**config.mk**
```make
export PLATFORM = sky130hd
export DESIGN_NAME = fetch_unit
export DESIGN_NICKNAME = d
export VERILOG_FILES = /design/src/rtl/fetch_pkg.sv /design/src/rtl/if_id_reg.sv /design/src/rtl/fetch_unit.sv
export SDC_FILE = /design/constraint.sdc
export NUM_CORES = 1
export LEC_CHECK = 0
export CORE_MARGIN = 10
export CORE_UTILIZATION = 45
export CTS_CLUSTER_DIAMETER = 150
export DETAILED_ROUTE_END_ITERATION = 8
export GPL_TIMING_DRIVEN = 0
export PLACE_DENSITY = 0.78
export SYNTH_ARGS = -nofsm -noshare
export SYNTH_HDL_FRONTEND = slang
export SYNTH_SLANG_ARGS = --single-unit
```
**constraint.sdc**
```tcl
create_clock -name i_clk -period 2.7 [get_ports i_clk]
set_input_delay 0.54 -clock i_clk [delete_from_list [all_inputs] [get_ports i_clk]]
set_output_delay 0.54 -clock i_clk [all_outputs]
set_load 0.005 [all_outputs]
```
**src/rtl/fetch_pkg.sv**
```systemverilog
// ---------------------------------------------------------------------------
// fetch_pkg
// Shared definitions for the instruction-fetch front end: the fetch FSM
// state type and the default reset PC / bubble instruction used by
// fetch_unit and by the reusable IF/ID-style pipeline register.
// ---------------------------------------------------------------------------
package fetch_pkg;

  // Fetch FSM states: idle after reset, request issue, waiting for the
  // memory response, and holding a fetched instruction during a stall.
  typedef enum logic [1:0] {
    S_IDLE = 2'd0,
    S_REQ  = 2'd1,
    S_WAIT = 2'd2,
    S_HOLD = 2'd3
  } fetch_state_t;

  // addi x0, x0, 0 -- the canonical bubble instruction
  localparam logic [31:0] NOP_INST_DEFAULT = 32'h0000_0013;

  // PC loaded when the core comes out of reset
  localparam logic [31:0] RESET_PC_DEFAULT = 32'h0000_0000;

endpackage

```
**src/rtl/if_id_reg.sv**
```systemverilog
// ---------------------------------------------------------------------------
// if_id_reg
// Pipeline register holding {PC, instruction, valid} between two stages.
// Priority: flush (insert bubble) > stall (hold) > load valid entry >
// bubble. The PC is left untouched whenever a bubble is inserted, since a
// bubble carries no meaningful PC.
// Ports:
//   clk, rst_n          clock and asynchronous active-low reset
//   flush               kill the stage contents (bubble)
//   stall               freeze the stage contents
//   load_valid          upstream presents a valid instruction
//   load_pc, load_inst  upstream PC and instruction
//   pc, inst, valid     registered stage contents
// ---------------------------------------------------------------------------
module if_id_reg
  import fetch_pkg::*;
#(
  parameter logic [31:0] NOP_INST = NOP_INST_DEFAULT
) (
  input  logic        clk,
  input  logic        rst_n,
  input  logic        flush,
  input  logic        stall,
  input  logic        load_valid,
  input  logic [31:0] load_pc,
  input  logic [31:0] load_inst,
  output logic [31:0] pc,
  output logic [31:0] inst,
  output logic        valid
);

  // Register update with flush overriding stall; anything that is neither
  // a stall nor a valid load becomes a bubble.
  always_ff @(posedge clk or negedge rst_n) begin
    if (!rst_n) begin
      pc    <= 32'h0000_0000;
      inst  <= NOP_INST;
      valid <= 1'b0;
    end else if (flush) begin
      inst  <= NOP_INST;
      valid <= 1'b0;
    end else if (!stall) begin
      if (load_valid) begin
        pc    <= load_pc;
        inst  <= load_inst;
        valid <= 1'b1;
      end else begin
        inst  <= NOP_INST;
        valid <= 1'b0;
      end
    end
  end

endmodule

```
**src/rtl/fetch_unit.sv**
```systemverilog
// ---------------------------------------------------------------------------
// fetch_unit
// IF-stage front end. Owns the PC, runs the single-outstanding instruction
// memory request/response handshake, presents the fetched instruction and
// its PC to branch prediction, and drives the IF/ID register into decode.
// Memory latency may vary; responses belonging to a request that was
// overtaken by a flush are discarded through the drop flag.
// Ports:
//   i_clk, i_rst_n                 clock, asynchronous active-low reset
//   i_next_PC, i_flush             next PC / redirect from branch prediction
//   i_stall                        hazard stall from decode
//   o_PC_IF, o_inst_IF, o_valid_IF instruction currently in IF
//   o_PC_ID, o_inst_ID, o_valid_ID IF/ID pipeline register
//   o_imem_req, o_imem_addr        fetch request (held until i_imem_gnt)
//   i_imem_gnt                     request accepted
//   i_imem_rvalid, i_imem_rdata    in-order response, one per grant
// ---------------------------------------------------------------------------
module fetch_unit
  import fetch_pkg::*;
#(
  parameter logic [31:0] RESET_PC = RESET_PC_DEFAULT,
  parameter logic [31:0] NOP_INST = NOP_INST_DEFAULT
) (
  input  logic        i_clk,
  input  logic        i_rst_n,
  input  logic [31:0] i_next_PC,
  input  logic        i_flush,
  input  logic        i_stall,
  output logic [31:0] o_PC_IF,
  output logic [31:0] o_inst_IF,
  output logic        o_valid_IF,
  output logic [31:0] o_PC_ID,
  output logic [31:0] o_inst_ID,
  output logic        o_valid_ID,
  output logic        o_imem_req,
  output logic [31:0] o_imem_addr,
  input  logic        i_imem_gnt,
  input  logic        i_imem_rvalid,
  input  logic [31:0] i_imem_rdata
);

  fetch_state_t state;
  fetch_state_t state_next;
  logic [31:0]  pc_if;
  logic         drop;
  logic         drop_next;
  logic [31:0]  hold_buf;
  logic [31:0]  hold_buf_next;
  logic         valid_if;
  logic [31:0]  inst_if;
  logic         imem_req;

  // FSM state, stale-response flag and stall holding buffer.
  always_ff @(posedge i_clk or negedge i_rst_n) begin
    if (!i_rst_n) begin
      state    <= S_IDLE;
      drop     <= 1'b0;
      hold_buf <= NOP_INST;
    end else begin
      state    <= state_next;
      drop     <= drop_next;
      hold_buf <= hold_buf_next;
    end
  end

  // Next-state and IF-stage outputs. A flush always steers back to S_REQ,
  // except when a request is still waiting for its grant: then the same
  // request simply retargets to the new PC. If a request is already in
  // flight when the flush hits, drop marks its response as stale. Any
  // response clears drop, because with a single outstanding request that
  // response is the one drop was guarding against.
  always_comb begin
    state_next    = state;
    drop_next     = drop;
    hold_buf_next = hold_buf;
    imem_req      = 1'b0;
    valid_if      = 1'b0;
    inst_if       = i_imem_rdata;
    case (state)
      S_IDLE: begin
        state_next = S_REQ;
      end
      S_REQ: begin
        imem_req = 1'b1;
        if (i_imem_gnt) begin
          state_next = S_WAIT;
          if (i_flush) begin
            drop_next = 1'b1;
          end
        end
      end
      S_WAIT: begin
        if (i_imem_rvalid) begin
          drop_next = 1'b0;
          valid_if  = !drop;
          if (i_flush || drop || !i_stall) begin
            state_next = S_REQ;
          end else begin
            hold_buf_next = i_imem_rdata;
            state_next    = S_HOLD;
          end
        end else if (i_flush) begin
          drop_next = 1'b1;
        end
      end
      S_HOLD: begin
        valid_if = 1'b1;
        inst_if  = hold_buf;
        if (i_flush) begin
          hold_buf_next = NOP_INST;
          state_next    = S_REQ;
        end else if (!i_stall) begin
          state_next = S_REQ;
        end
      end
      default: begin
        state_next = S_IDLE;
      end
    endcase
  end

  // The PC advances once the IF instruction is handed to decode, or
  // jumps immediately on a redirect.
  always_ff @(posedge i_clk or negedge i_rst_n) begin
    if (!i_rst_n) begin
      pc_if <= RESET_PC;
    end else if ((valid_if && !i_stall) || i_flush) begin
      pc_if <= i_next_PC;
    end
  end

  if_id_reg #(
    .NOP_INST (NOP_INST)
  ) u_if_id (
    .clk        (i_clk),
    .rst_n      (i_rst_n),
    .flush      (i_flush),
    .stall      (i_stall),
    .load_valid (valid_if),
    .load_pc    (pc_if),
    .load_inst  (inst_if),
    .pc         (o_PC_ID),
    .inst       (o_inst_ID),
    .valid      (o_valid_ID)
  );

  assign o_PC_IF     = pc_if;
  assign o_inst_IF   = inst_if;
  assign o_valid_IF  = valid_if;
  assign o_imem_req  = imem_req;
  assign o_imem_addr = pc_if;

endmodule

```
# After elaboration in Yosys (flattened, before gate mapping)

Index checks and enable logic that the tools add are counted.

Register bits: 132
Bits of input ports: 70
Output and inout port bits: 163
Word-level logic and storage cells: 55

Equality and inequality tests: 9
Mux-type cells: 24
Bitwise gates (word level): 2
Reductions and logical operators: 13

Operator list:

| operator                                      | number |
|---|---|
| two-way mux 32 bit                            | 7 |
| one-hot mux 32 bit (2 select lines)           | 1 |
| two-way mux 2 bit                             | 5 |
| != test 2 bit, second input constant          | 5 |
| two-way mux 1 bit                             | 8 |
| one-hot mux 2 bit (4 select lines)            | 1 |
| AND reduction 3 bit                           | 2 |
| == test 2 bit, second input constant          | 2 |
| one-hot mux 1 bit (2 select lines)            | 2 |
| AND reduction 4 bit                           | 1 |
| nonzero test 2 bit                            | 2 |
| logical OR 1 bit                              | 3 |
| != test 3 bit, second input constant          | 1 |
| == test 2 x 1 -> 1 bit, second input constant | 1 |
| logical NOT 1 bit                             | 2 |
| logical NOT 2 bit                             | 1 |
| inverter 1 bit                                | 2 |
| AND reduction 2 bit                           | 1 |
| logical AND 1 bit                             | 1 |

# Longest topological paths before layout

Gate-level depths: netlist of the first run.

Depth in word-level cells: 6
Mapped depth: 7
Mapped depth without buffers: 5

# Cells and area by module

A second synthesis of the first run with hierarchy kept.

Cells, all modules: 540
Area total of the unflattened synthesis: 6063.3 um^2

Modules (own cells, without submodules):

| module     | instances | cells an instance | area each (um^2) |
|---|---|---|---|
| fetch_unit | 1         | 327               | 3415.8 |
| if_id_reg  | 1         | 213               | 2647.5 |

# Least setup slack after synthesis of the first run

OpenSTA, ideal clock, no wires.

Path type: reg2reg
Start: reg state[0]
End: reg u_if_id.pc[10]
Arrival time: 1.772 ns
Slack: 0.803 ns
Cell stages (with the launch flop): 8
Path through: dfrtp_1 > inv_1 > ha_1 > and4b_1 > buf_4 > o211ai_4 > buf_6 > mux2_2

Cells in the longest elaborated chain, start to end: 3
Elaborated cells between the ends (all ways): 4
Classes of those cells: eq/ne (2); mux (1); reduce/logical (1)

RTL lines:

| element                                | line             | RTL |
|---|---|---|
| start: declaration                     | fetch_unit.sv:42 | `fetch_state_t state;` |
| start signal: assignment               | fetch_unit.sv:60 | `state <= state_next;` |
| == test 2 bit                          | fetch_unit.sv:79 | `case (state)` |
| one-hot mux 1 bit (2 select lines) (*) | fetch_unit.sv:79 |  |
| AND reduction 3 bit (no line) (*)      | --               |  |
| end signal: assignment                 | if_id_reg.sv:44  | `pc <= load_pc;` |
| end: declaration                       | if_id_reg.sv:27  | `output logic [31:0] pc,` |

Every way passes the cells marked *; elsewhere a longest branch is shown, timed or not.
A chain may end at the register's enable or synchronous reset.

# Final worst setup path of the first run

Start: reg state[0]
End: out o_inst_IF[22]

Cells in the longest elaborated chain, start to end: 2

RTL lines:

| element            | line             | RTL |
|---|---|---|
| == test 2 bit      | fetch_unit.sv:79 |  |
| two-way mux 32 bit | fetch_unit.sv:79 |  |
| end: declaration   | fetch_unit.sv:30 | `output logic [31:0] o_inst_IF,` |

Every way passes these cells.

==> results of run 1 <==
[synthesized netlist by cell type]
cell	count	share of area (%)
sky130_fd_sc_hd__a211oi_1	3	0.34
sky130_fd_sc_hd__a21oi_1	35	2.7
sky130_fd_sc_hd__a221o_1	2	0.31
sky130_fd_sc_hd__a22o_1	29	3.9
sky130_fd_sc_hd__a22oi_1	32	3.7
sky130_fd_sc_hd__a31oi_1	1	0.096
sky130_fd_sc_hd__and4b_1	1	0.15
sky130_fd_sc_hd__buf_1	3	0.17
sky130_fd_sc_hd__buf_2	7	0.54
sky130_fd_sc_hd__buf_4	39	4.5
sky130_fd_sc_hd__buf_6	7	1.2
sky130_fd_sc_hd__clkbuf_1	32	1.8
sky130_fd_sc_hd__dfrtp_1	126	48
sky130_fd_sc_hd__dfstp_2	6	2.4
sky130_fd_sc_hd__ha_1	5	0.96
sky130_fd_sc_hd__inv_1	42	2.4
sky130_fd_sc_hd__mux2_1	2	0.34
sky130_fd_sc_hd__mux2_2	64	11
sky130_fd_sc_hd__mux2i_1	1	0.15
sky130_fd_sc_hd__nand2_1	31	1.8
sky130_fd_sc_hd__nand2b_1	1	0.096
sky130_fd_sc_hd__nand4b_1	1	0.13
sky130_fd_sc_hd__nand4bb_4	1	0.42
sky130_fd_sc_hd__nor2_1	3	0.17
sky130_fd_sc_hd__nor2b_1	2	0.19
sky130_fd_sc_hd__nor3_2	1	0.15
sky130_fd_sc_hd__nor4_1	3	0.29
sky130_fd_sc_hd__o211ai_1	61	7.0
sky130_fd_sc_hd__o211ai_4	1	0.33
sky130_fd_sc_hd__o21ai_0	4	0.31
sky130_fd_sc_hd__o311ai_0	32	4.3
[metal layers]
metal / vias up / share of wire [%] / track usage (%)
li1: 2628 / - / -
met1: 2914 / 38 / 24.4
met2: 263 / 49 / 36.4
met3: 21 / 11 / 10.2
met4: 0 / 1.2 / 6.36
met5: - / 0 / 0
[how the worst min path moves through the flow]
stage | start | end | slack (ns)
5_1_grt | i_rst_n | u_if_id.pc[18]$_DFFE_PN0P_ | 0.12
6_report | i_rst_n | u_if_id.pc[18]$_DFFE_PN0P_ | 0.09
2_1_floorplan | i_rst_n | drop$_DFFE_PN0P_ | 0.24
3_3_place_gp | hold_buf[0]$_DFFE_PN1P_ | hold_buf[0]$_DFFE_PN1P_ | 0.45
4_1_cts | i_rst_n | u_if_id.pc[11]$_DFFE_PN0P_ | 0.1
3_5_place_dp | hold_buf[0]$_DFFE_PN1P_ | hold_buf[0]$_DFFE_PN1P_ | 0.46
[worst max-delay path, stage by stage (launching register included)]
cell and delay (ns):
sky130_fd_sc_hd__dfrtp_1 0.43, sky130_fd_sc_hd__ha_4 0.21, sky130_fd_sc_hd__buf_6 0.17, sky130_fd_sc_hd__mux2_2 0.37, sky130_fd_sc_hd__clkdlybuf4s50_1 0.49
[kinds of logic (layout without fill, tap and decap cells)]
group,after synthesis,in the layout,synth area share [%]
mux,67,67,11.5
flops,132,132,50.6
compound gates,200,200,22.9
fa+ha+maj,5,5,0.956
buf+inv,130,396,10.6
simple gates,44,44,3.39
[repair_timing]
item                       CTS  global route
pin swaps                    3             0
setup endpoints to repair   33             1
setup buffers                5             0
resized for setup            8             1
[area by class of cell]
class | instances | area, µm² | area share, %
Sequential cell | 132 | 3310 | 34.0
Multi-Input combinational cell | 316 | 2560 | 26.2
Timing Repair Buffer | 236 | 2370 | 24.3
Buffer | 86 | 538 | 5.52
Clock buffer | 26 | 499 | 5.12
Tap cell | 184 | 230 | 2.36
Inverter | 42 | 158 | 1.62
Clock inverter | 6 | 80.1 | 0.822
[power by group]
group          switching (mW)  total (mW)  internal [mW]  leakage, nW
combinational            1.24        3.25           2.02         2.11
clock                   0.812        2.26           1.45        0.288
sequential              0.405        2.87           2.46         1.68
[sequential cells by signal (all words and copies together), names as in the netlist]
name           count
u_if_id.valid      1
o_PC_IF           32
state              2
drop               1
u_if_id.pc        32
hold_buf          32
u_if_id.inst      32
[through the flow]
stage,util [%],cell area [µm²],cells,hold WS [ns]
floorplan,-,6540,578,0.244
global placement,63.1,9070,992,0.451
detailed placement,63.3,9100,993,0.459
CTS,67.8,9740,1028,0.0988
global route,67.8,9740,1028,0.118
finish,67.8,9740,1028,0.0914
==> results list, run 1 <==
* Number of detailed-routing iterations run before antenna repair: 6
- The completed layout was analyzed and its total power is 8.38 mW.
- Final Setup Violations: 0
- The die covers 19800 µm².
* CTS Buffer Depth: 2
* Startpoint of the most critical setup path: state[0]$_DFFE_PN0P_
* Post-synthesis average cell area: 11.3 µm²
- For the worst-skew pair, the clock arrives at the later sink with an insertion delay of 0.42 ns.
* Area of the core region: 14400 µm²
* Final net count: 906
- HPWL after detailed placement: 16400 µm
- The top cell types in the final layout, fill and taps aside, are sky130_fd_sc_hd__clkdlybuf4s50_1 (229), sky130_fd_sc_hd__dfrtp_1 (125), sky130_fd_sc_hd__mux2_2 (64).
- Final Max Tran Viols: 0
- The die is 141 µm tall.
* Synth Net Count: 653
* Routability Congestion: 0.824
- Vias in the first global route: 6178
* Number of antenna-violating nets in the routed design: 0
- Outcome: finished, final reports clean
- Final critical-path required period: 2.63 ns
- Slew headroom: 58.9%
- In this run the worst path has a maximum fanout of 10.
- Static leakage power: 4.07 nW
* Post-detailed-route via-to-cell ratio: 5.67
* Antenna violations before repair: 0
* Antenna cell count: 0
* Unrepaired setup endpoints after global routing: true
- The initial utilization of the core area, before any placement, comes to 45.5%.
- The floorplan has 44 rows.
* Setup slack of the most critical reg-to-reg path: 0.48 ns
- Global-route wire length before repair: 34700 µm
- Startpoint kind of the worst setup timing path: flip-flop
- Number of fill cells: 1044
* Total global routing track utilization: 21.9%
- Initial drt markers: 431
- The cell sitting at the root of the clock tree is a sky130_fd_sc_hd__clkbuf_16.
* Worst clock skew: 0.00836 ns
- Flop and latch count out of synthesis: 132
- Arr. time, crit path: 2.09 ns
- H-tree depth: 4
- Hold_buf cts: 0
* Endpoint kind of the worst setup timing path: output pin
* Overall routed net length: 22000 µm
- Routed length per instance: 21.4 µm
- The critical path in this run is classified as reg -> out.
* Residual DRC: 0
- Total power per unit cell area: 860 nW/µm²
- Count of synthesis-stage warnings from yosys: 0
- The area growth from synthesis to layout is 48.9%.
* Worst reg2reg path endpoint: u_if_id.pc[26]$_DFFE_PN0P_
* Largest net degree at the start of global routing: 78
* Slew @ Worst Pin: 0.616 ns
* Crit path required time: 2.16 ns
- Total number of vias: 5826
- Mapped Cells: 578
* Synth unique cells: 31
* Worst ir drop on vdd: 0.000386 V
* Seq/Total Area, Yosys: 50.6%
* Final hold violation count: 0
* Startpoint of the worst register-to-register path: state[0]$_DFFE_PN0P_
- I/O pin cnt: 233
- Number of buffers created by CTS: 17
* Cell count of the worst reg-to-reg path: 7
- Tightest Hold Check Type: in -> async
- The worst path uses 97.3% of the clock period.
- In this run the cell area of the synthesized design comes to 6540 µm².
- Clock transition at the registers of the reported paths: 0.05 ns
- Max-Cap Viols: 0
* Proportion of layout cells with a drive suffix above 1: 19.3%
- For this design, the sink count on the clock tree is 132.
* Most common library cell in the layout ignoring fill and taps: sky130_fd_sc_hd__clkdlybuf4s50_1
- Setup TNS: 0 ns
- Post-place setup slack: -0.316 ns
- TritonCTS clock tree: done
- Fin worst setup slack: 0.0716 ns
- F_max: 380 MHz
- Buffers added on ports: 230
- Die Wd: 141 µm
- The most critical setup path has its endpoint at o_inst_IF[22].
- For this run the aggregate overflow at the end of global routing stands at 0.
Note: power is estimated with default switching activity, not from simulation.
==> run 2, diff against run 1 <==
Settings changed: SETUP_SLACK_MARGIN from default to 0.2.
==> run 2 against run 1 <==
- clock skew about the same
- design area up 0.85%
- clock power about the same
- register-to-register slack about the same
- worst hold slack worse by 0.0012 ns
- non-clock buffer count up 8
- combinational power up 3%
- flip-flop and latch count unchanged
- critical path type unchanged
- critical endpoint is now o_inst_IF[23]
==> results list, run 2 (synthesized netlist as in run 1, its figures left out) <==
- The buffer levels on the longest clock path was 2 (unchanged).
- Startpoint kind of the worst setup timing path: flip-flop
- The least setup slack across all paths after layout came to 0.195 ns (+0.124 ns).
* Die Wd: 141 µm (unchanged)
- The total number of placement rows was 44 (unchanged).
* Critical path cell sequence: ha_4 -> buf_8 -> buf_8 -> buf_4 -> mux2_2 -> clkdlybuf4s15_2
- The number of endpoints with negative hold slack in the final report is 0 (unchanged).
* Total global routing track utilization: 22.1% (+0.21 points)
- Family with the most delay on the worst path: buffers and inverters
- Overall routed net length: 22200 µm (+1.1%)
- The total clock buffers created by CTS is 17 (unchanged).
- The total count of max-transition violations in the final report is 0 (unchanged).
- The via count of the first global-routing pass is 6229 (+0.83%).
* Buffers added on ports: 230 (unchanged)
- Slew @ Worst Pin: 0.629 ns (+0.0133 ns)
- The core region area is 14400 µm² (unchanged).
- The static leakage came to 4.19 nW (+2.9%).
- Area of the multi-input gates: 2570 µm² (+0.69%)
* Arr. time, crit path: 1.96 ns (-0.13 ns)
- Leaving out fill and tap cells, the most frequent cell in the layout is sky130_fd_sc_hd__clkdlybuf4s50_1.
- The run finished with clean final reports.
- Total placed instance area: 9100 µm² (unchanged)
- The via total after detailed routing is 5852 (+0.45%).
- Max FO, Critical Path: 7 (-3)
* Crit-path max cell delay: 0.40 ns (-0.09 ns)
- Post-detailed-route via-to-cell ratio: 5.65 (-0.33%)
* HPWL after detailed placement: 16400 µm (unchanged)
- Number of fill cells: 1061 (+1.6%)
* Clock latency on the worst-skew pair: 0.41 ns (about the same)
* Residual DRC: 0 (unchanged)
* Minimum hold slack: 0.0902 ns (-0.00117 ns)
- I/O pin cnt: 233 (unchanged)
- The maximum resistive drop on vdd came to 0.000382 V (-1.2%).
- Area growth syn-to-layout: 50.2%
- Initial drt markers: 403 (-6.5%)
- Post-route clock period utilization: 92.8% (-4.6 points)
- H-tree depth: 4 (unchanged)
- Post-place setup slack: -0.316 ns (unchanged)
* Die Outline Area: 19800 µm² (unchanged)
* Number of detailed-routing iterations run before antenna repair: 5 (-1)
* Number of antenna-violating nets in the routed design: 0 (unchanged)
- Proportion of layout cells with a drive suffix above 1: 20.9% (+1.6 points)
* Crit path max-delay cell type: sky130_fd_sc_hd__dfrtp_1
* Routability Congestion: 0.824 (unchanged)
- The core occupancy in the finished layout is 68.4% (+0.57 points).
- TritonCTS built the clock tree.
- Unrepaired setup endpoints after global routing: true
- The worst hold path belongs to the class in -> async.
* F_max: 399 MHz (+4.9%)
- The per-cell routed wire length was 21.4 µm (+0.32%).
- The vertical die dimension is 141 µm (unchanged).
- The worst slew slack as a fraction of its limit was 58.0% (-0.89 points).
* Startpoint of the worst register-to-register path: state[0]$_DFFE_PN0P_
* Endpoint kind of the worst setup timing path: output pin
- Final critical-path required period: 2.50 ns (-0.124 ns)
* Startpoint of the most critical setup path: state[0]$_DFFE_PN0P_
* Clk sinks: 132 (unchanged)
- The footprint of the flip-flops and latches came to 3310 µm² (unchanged).
- Top library cells by usage in the layout, fill and taps aside: sky130_fd_sc_hd__clkdlybuf4s50_1 (196), sky130_fd_sc_hd__dfrtp_1 (125), sky130_fd_sc_hd__mux2_2 (64)
* Final Setup Violations: 0 (unchanged)
- The worst setup path is of the reg -> out kind.
- Post-route cell area: 9830 µm² (+0.85%)
- Clock transition at the registers of the reported paths: 0.06 ns (about the same)
- The root buffer cell chosen for the clock tree is sky130_fd_sc_hd__clkbuf_16.
- The first-pass GRT wire length came to 35000 µm (+0.84%).
- The cell that appears most often on the critical path is sky130_fd_sc_hd__buf_8.
- The critical path required time is 2.16 ns (about the same).
- The count of antenna diodes in the layout came to 0 (unchanged).
- Worst clock skew: 0.00848 ns (+0.000118 ns)
- Final total power: 8.48 mW (+1.1%)
- Overflow left after global routing: 0 (unchanged)
* Final net count: 914 (+0.88%)
- Setup slack of the most critical reg-to-reg path: 0.48 ns (about the same)
- The power density of the placed cells came to 863 nW/µm² (+0.29%).
- Worst path buffer plus inverter count: 4 (+2)
* Antenna violations before repair: 0 (unchanged)
* Largest net degree at the start of global routing: 78 (unchanged)
- The number of max-cap violations was 0 (unchanged).
- Initial core utilization: 45.5% (unchanged)
[run 2: cell count changes in the layout (fill, tap and decap cells not counted), sizes merged]
cell           delta
clkdlybuf4s15     +1
clkdlybuf4s50    -33
buf               +8
clkbuf            +3
bufbuf            +1
dlygate4sd2      +27
dlymetal6s2s      +1
[run 2: timing repair]
action / in CTS / in global routing
endpoints found under the setup margin: 33 / 7
hold buffers: 0 / 0
gates cloned: 1 / 0
gates resized for setup: 58 / 9
setup buffers: 10 / 0
pin swaps: 3 / 2
[run 2: metrics by stage]
| stage | std cells | setup TNS [ns] |
|---|---|---|
| finish | 1036 | 0 |
| global route | 1036 | 0 |
| CTS | 1036 | 0 |
| detailed placement | 993 | -0.316 |
| global placement | 992 | -518.24 |
| floorplan | 578 | 0 |
[run 2: worst register-to-register path: cells and delay by family (launching register included)]
family	cells	cell delay [ns]
buffers and inverters	4	0.65
DFF	1	0.40
muxes	1	0.36
AOI/OAI and AO/OA	1	0.32
and+or+nand+nor	1	0.19
adders and majority gates	1	0.18
[run 2: area by class of cell]
cell class                 instances  share of cell area, %
inverter                          42                   1.63
sequential                       132                   33.7
clock inverter                     6                  0.815
timing repair buffer             242                   24.3
tap                              184                   2.34
multi-input combinational        316                   26.2
buffer                            88                   5.91
clock buffer                      26                   5.08
[run 2: report_power, final]
group,switching (mW),total (mW),internal [mW]
registers,0.399,2.86,2.46
logic,1.29,3.35,2.06
clock network,0.819,2.27,1.45
total,2.51,8.48,5.97
[run 2: path summary, 6_finish.rpt]
path | endpoint | cells past startpoint
setup / recovery | o_inst_IF[23] | 6
hold / removal | u_if_id.pc[18]$_DFFE_PN0P_ | 1
setup reg to reg | u_if_id.pc[26]$_DFFE_PN0P_ | 8
hold reg to reg | hold_buf[0]$_DFFE_PN1P_ | 2
max in group asynchronous | u_if_id.inst[4]$_DFFE_PN1P_ | 2
min in group i_clk | hold_buf[0]$_DFFE_PN1P_ | 2
[run 2: per-layer routing]
layer / up-vias / share of wire (%) / GRT usage (%)
li1: 2647 / - / -
met1: 2915 / 39 / 24.8
met2: 259 / 49 / 36.6
met3: 31 / 11 / 10.0
met4: 0 / 1.7 / 7.01
met5: - / 0 / 0
